## src/rtl/memcopy_engine.sv

```systemverilog
// rtl/memcopy_engine.sv - ROM->RAM block-copy controller, one word per clock (optional checksum: MEMCOPY_CHECKSUM_EN)
module memcopy_engine #(
  parameter int DATA_W = 8,
  parameter int ADDR_W = 10,
  parameter int RD_LAT = 1
) (
  input  logic              clk,
  input  logic              reset,
  input  logic              start,
  input  logic [ADDR_W:0]   len,
  input  logic [ADDR_W-1:0] src_base,
  input  logic [ADDR_W-1:0] dst_base,
  output logic [ADDR_W-1:0] addr_in,
  input  logic [DATA_W-1:0] din,
  output logic [ADDR_W-1:0] addr_out,
  output logic [DATA_W-1:0] dout,
  output logic              we,
  output logic              busy,
  output logic              done
`ifdef MEMCOPY_CHECKSUM_EN
  ,
  output logic [15:0]       csum
`endif
);

  typedef enum logic [1:0] {
    S_IDLE  = 2'd0,
    S_RUN   = 2'd1,
    S_DRAIN = 2'd2,
    S_DONE  = 2'd3
  } state_t;

  state_t state, state_nxt;

  logic [ADDR_W:0]   len_q;
  logic [ADDR_W:0]   rd_cnt;
  logic [ADDR_W-1:0] wr_cnt;
  logic [ADDR_W-1:0] dst_q;
  logic [ADDR_W-1:0] addr_in_q;
  logic [ADDR_W-1:0] addr_out_q;
  logic [DATA_W-1:0] dout_q;
  logic [RD_LAT-1:0] vpipe;
  logic [RD_LAT-1:0] vpipe_nxt;
  logic [ADDR_W-1:0] wr_addr;
  logic              accept;
  logic              issue;
  logic              last_rd;
  logic              tail;

  // A start only counts when no copy is in flight
  assign accept  = start && ((state == S_IDLE) || (state == S_DONE));
  assign last_rd = (rd_cnt == (len_q - {{ADDR_W{1'b0}}, 1'b1}));
  assign tail    = vpipe[RD_LAT-1];
  assign wr_addr = dst_q + wr_cnt;

  // Valid pipe mirrors the ROM latency: a read issued now lands RD_LAT cycles later
  generate
    if (RD_LAT == 1) begin : g_pipe1
      assign vpipe_nxt = issue;
    end else begin : g_pipen
      assign vpipe_nxt = {vpipe[RD_LAT-2:0], issue};
    end
  endgenerate

  // State register
  always_ff @(posedge clk or negedge reset) begin
    if (!reset) state <= S_IDLE;
    else        state <= state_nxt;
  end

  // Next-state logic; len==0 goes straight to DONE without touching memory
  always_comb begin
    state_nxt = state;
    case (state)
      S_IDLE, S_DONE: begin
        if (accept) state_nxt = (len == '0) ? S_DONE : S_RUN;
      end
      S_RUN: begin
        if (last_rd) state_nxt = S_DRAIN;
      end
      S_DRAIN: begin
        if (vpipe_nxt == '0) state_nxt = S_DONE;
      end
      default: state_nxt = S_IDLE;
    endcase
  end

  // FSM outputs: reads are issued for every RUN cycle
  always_comb begin
    busy  = 1'b0;
    done  = 1'b0;
    issue = 1'b0;
    case (state)
      S_RUN:   begin busy = 1'b1; issue = 1'b1; end
      S_DRAIN: busy = 1'b1;
      S_DONE:  done = 1'b1;
      default: ;
    endcase
  end

  // Write port follows the pipe tail directly and holds its last value otherwise
  always_comb begin
    we       = tail;
    addr_out = tail ? wr_addr : addr_out_q;
    dout     = tail ? din     : dout_q;
  end

  assign addr_in = addr_in_q;

  // Read side: latch the job on accept, then step the ROM address once per RUN cycle
  always_ff @(posedge clk or negedge reset) begin
    if (!reset) begin
      len_q     <= '0;
      dst_q     <= '0;
      rd_cnt    <= '0;
      addr_in_q <= '0;
      vpipe     <= '0;
    end else begin
      vpipe <= vpipe_nxt;
      if (accept) begin
        len_q     <= len;
        dst_q     <= dst_base;
        rd_cnt    <= '0;
        addr_in_q <= src_base;
      end else if (issue) begin
        rd_cnt <= rd_cnt + 1'b1;
        // Address stays on the last word once the final read is out
        if (!last_rd) addr_in_q <= addr_in_q + 1'b1;
      end
    end
  end

  // Write side: remember the last written word/address and advance the write count
  always_ff @(posedge clk or negedge reset) begin
    if (!reset) begin
      wr_cnt     <= '0;
      addr_out_q <= '0;
      dout_q     <= '0;
    end else if (accept) begin
      wr_cnt <= '0;
    end else if (tail) begin
      wr_cnt     <= wr_cnt + 1'b1;
      addr_out_q <= wr_addr;
      dout_q     <= din;
    end
  end

`ifdef MEMCOPY_CHECKSUM_EN
  // Running 16-bit sum of every word written during the current job
  always_ff @(posedge clk or negedge reset) begin
    if (!reset)      csum <= '0;
    else if (accept) csum <= '0;
    else if (tail)   csum <= csum + 16'(din);
  end
`endif

endmodule

```

## config.mk

```make
export PLATFORM = sky130hd
export DESIGN_NAME = memcopy_engine
export DESIGN_NICKNAME = d
export VERILOG_FILES = /design/src/rtl/memcopy_engine.sv
export SDC_FILE = /design/constraint.sdc
export NUM_CORES = 1
export LEC_CHECK = 0
export ABC_AREA = 1
export CAP_MARGIN = 20
export CORE_AREA = 2 2 101 103
export DETAILED_ROUTE_END_ITERATION = 8
export DIE_AREA = 0 0 103 105
export PLACE_DENSITY = 0.72
export SYNTH_ARGS = -nofsm -noshare
export SYNTH_HDL_FRONTEND = slang
export SYNTH_SLANG_ARGS = --single-unit
```

## constraint.sdc

```tcl
create_clock -name clk -period 3.82 [get_ports clk]
set_input_delay 0.382 -clock clk [delete_from_list [all_inputs] [get_ports clk]]
set_output_delay 0.382 -clock clk [all_outputs]
set_load 0.02 [all_outputs]
```

==> flow_results.org <==
** Place
- Final Wtd Congestion :: 0.850
- Number of input and output port buffers inserted :: 72
- Detailed placement finished with a half-perimeter wire length of 7.11 mm.
- In this run the cell area measured after placement is about 5100 um^2.

** Clock network
- After clock tree synthesis, the repair step resized 0 gates.
- CTS placed an instance of clkbuf_8 at the clock tree root.
- CTS Sinks :: 73
- Once the clock tree was built, the setup fixing pass inserted 0 buffers.
- The clock passes through at most 2 buffers.
- TritonCTS built the clock tree.
- Clock slew seen by the registers of the worst setup and hold paths :: around 0.080 ns
- After clock tree synthesis, the flow added hold-fix buffers numbering 1.
- H-tree Lvls :: 3
- The later pin in the worst-skew pair is clocked with a latency of 0.35 ns.
- In this run, CTS created clock tree buffers numbering 9.

** Synth
- Area share of the largest cell type after synthesis :: 42.6%
- Synthesis handed over a netlist of 578 instances.
- Syn nets :: 638
- Arithmetic-cell share of the synthesized area counting full adders, half adders and majority gates :: 5.43%
- Of the total synthesized cell area, the portion taken by XOR and XNOR cells is 3.88%.
- Area fraction in and, or, nand and nor cells after synthesis :: around 30%
- Summed over all instances, the cell type with the most area after synthesis is dfrtp_1.
- EDFF count, synth :: 0
- Number of warning messages in the yosys log :: 0
- Most common cell in the synthesized netlist :: nand2_1
- Seq/Total Area, Yosys :: between 40% and 50%
- For this run, the leading register cell type out of synthesis is dfrtp_1.
- Multiplexer share of the synthesized area :: 0%
- Mean area per synthesized cell :: 7.41 um^2
- Ranking of synthesized cells by instance count :: nand2_1 (198), dfrtp_1 (73), o21ai_0 (61)
- Fraction of the mapped netlist area in compound gates :: 11.7%
- After synthesis the cells add up to 4280 um^2.
- Number of storage elements in the synthesis netlist :: 73
- After synthesis, the cell types taking the most area are dfrtp_1 (43%), nand2_1 (17%), o21ai_0 (7.1%).
- Combinational family with the most area after synthesis :: simple AND/OR/NAND/NOR gates
- In this run, distinct cell masters in the synthesized netlist total 38.
- In the synthesized netlist the async set-or-reset flop fraction comes to 100%.

** Critical path
- Last element of the critical path :: addr_out[7]
- For this run, the slowest stage of the critical path takes 0.63 ns.
- Reg2reg path depth :: 13
- CP arrival :: 2.92 ns
- Tracing the worst setup path back leads to its startpoint at wr_cnt[2].
- Counting stages on the worst path, the most repeated cell is a21boi_0.
- Data on the critical path is required at its endpoint by ~3.4 ns.
- Critical path start-end classification :: flop to output pin
- STA classifies the critical path startpoint as a flop.
- Worst-path cell chain :: ha_1 > a21oi_1 > nand2_1 > a21boi_0 > o21ai_0 > xnor2_1 > a21boi_0 > clkdlybuf4s50_1
- Critical R2R Capture :: addr_in[3]
- Sort of element at the end of the critical path :: output pin
- The startpoint identified for the worst register-to-register timing path is len_q[0].
- Cell at the slowest stage of the critical path :: clkdlybuf4s50_1
- Setup slack on the worst reg-to-reg path comes out at ~1.5 ns.
- Of all nets on the critical path, the largest fanout is 6.

** Finish
- Final nets :: 709
- The filler cells instantiated in the layout total 929.
- Final Cell Area :: 5350 um^2
- 0 antenna diodes ended up in the layout.
- Fraction of the core area covered by cells at the end of the flow :: 55.5%
- Ratio of cells with drive above 1 in the final layout :: 6.12%
- The area growth from synthesis to layout is 24.9%.

** Timing
- Period utilization :: 86.3%
- Clock period minus worst slack :: 3.30 ns
- For the pin with the worst max-slew slack, the measured transition is 0.925 ns.
- Maximum achievable frequency :: 303 MHz
- Final TNS setup :: 0 ns
- Worst Skew :: 0.0104 ns
- The number of hold-slack violations in the final timing report came to 0.
- Final setup violation count :: 0
- Setup repair after global routing left no endpoint under its margin.
- Final hold analysis gives a worst-case slack of around 0.46 ns.
- Measured against its own limit, the worst slew margin works out to 38.3%.
- The number of pins exceeding their max-slew limit in the final report came to 0.

** Route
- After the first detailed-routing iteration, the DRC count stood at 189.
- DRC violations left :: 0
- Summing over every cut layer, the via total after detailed routing is 3871.
- In the final routed layout, each cell accounts on average for 12.7 um.
- Number of vias per cell :: about 4.9
- Overall routed net length :: 10.0 mm
- Number of search-and-repair iterations in the first detailed-routing pass :: 4
- The count of nets left with antenna violations once routing finished came out at 0.

** Power and ir drop
- The worst-case IR drop observed on VDD is about 530 uV.
- Leak :: 0.00258 uW
- Total power consumption of the routed design :: 4390 uW
- Power per cell area :: 820 nW/um^2

** Die
- For this configuration, the core starts out at a cell density of 44.4%.
- Die Width :: 103 um
- 73 I/O pins were placed.
- The die is about 110 um tall.
- The core region is a little under 10000 um^2.
- The die covers 10800 um^2.
- FP Rows :: 36

** Global routing
- The number of antenna violations at the first check in global routing was 0.
- Via count of the first global-routing pass :: 3755
- Wire length of the first global-routing pass :: 17.3 mm
- Global-route usage over all layers :: 19.8%
- Entering global routing, the biggest net connects 82 pins.
- Residual overflow from global routing :: 0

** Flow run
- Max-cap violations :: 0

** Min path
- Type of the worst min-delay path :: input port to async pin

** Run status
- The run finished with clean final reports.
cell families (layout without fill, tap and decap cells):
| logic type | count (synthesis) | after routing |
|---|---|---|
| XOR/XNOR | 19 | 19 |
| flip-flops | 73 | 73 |
| adder cells (fa/ha/maj) | 18 | 18 |
| AO/OA/AOI/OAI | 94 | 94 |
| buffers and inverters | 71 | 147 |
| AND/OR/NAND/NOR | 303 | 303 |
where the power goes:
| group | internal (uW) | total [uW] | switching [uW] |
|---|---|---|---|
| sequential | 1070 | 1310 | 242 |
| clock | 370 | 678 | 308 |
| combinational | 956 | 2400 | 1440 |
| total | 2400 | 4390 | 1990 |
registers in the layout, summed over array words and instances (netlist names):
register,flops
dout_q,8
addr_out_q,10
addr_in,10
state,2
dst_q,10
len_q,11
rd_cnt,11
wr_cnt,10
we,1
cell type report:
class / instances / area, um^2 / area share, %
tap: 133 / 166 / 3.11
timing repair buffer: 78 / 763 / 14.3
sequential: 73 / 1830 / 34.1
inverter: 53 / 199 / 3.72
multi-input combinational: 434 / 2180 / 40.7
clock inverter: 6 / 91.3 / 1.71
clock buffer: 10 / 128 / 2.38
per-stage QoR:
step,worst slack [ns],cells
floorplan,1.45,578
global placement,0.985,770
detailed placement,0.979,770
CTS,0.540,787
global route,0.274,787
finish,0.523,787
critical path, delay by kind of cell (launching register included):
kind / cells / cell delay [ns]
AOI/OAI and AO/OA: 4 / 0.85
xor gates and xnor gates: 1 / 0.16
adders and majority gates: 1 / 0.38
buffers and inverters: 1 / 0.63
DFF: 1 / 0.42
and+or+nand+nor: 1 / 0.10
cells in the final DEF (no fill, tap or decap), drive strengths merged:
cell / count
nand2: 201
dfrtp: 73
clkdlybuf4s50: 71
o21ai: 62
inv: 54
nor2: 47
nand3: 37
a21oi: 23
ha: 17
xnor2: 10
clkbuf: 10
xor2: 9
buf: 6
nor3: 4
nand4: 3
nor4: 3
clkinvlp: 3
a21o: 2
or2: 2
and2: 2
a21boi: 2
and3: 2
bufinv: 2
o21bai: 2
o22ai: 1
a211oi: 1
nand3b: 1
a31o: 1
nor3b: 1
fa: 1
dlygate4sd3: 1
per-layer routing:
layer / vias to the layer above / track usage [%] / part of all wire (%)
met5: - / 0 / 0
met4: 0 / 4.89 / 0.79
met3: 8 / 4.08 / 3.4
met2: 57 / 33.4 / 51
met1: 1813 / 25.7 / 45
li1: 1993 / - / -
how the worst min path moves through the flow:
| stage | from | end | slack (ns) |
|---|---|---|---|
| finish | reset | state[1] | 0.46 |
| global route | reset | state[1] | 0.49 |
| CTS | reset | state[1] | 0.47 |
| detailed placement | reset | dout_q[2] | 0.32 |
| global placement | reset | dout_q[2] | 0.32 |
| floorplan | reset | addr_in[0] | 0.09 |
Power figures use the tool's default switching activity.
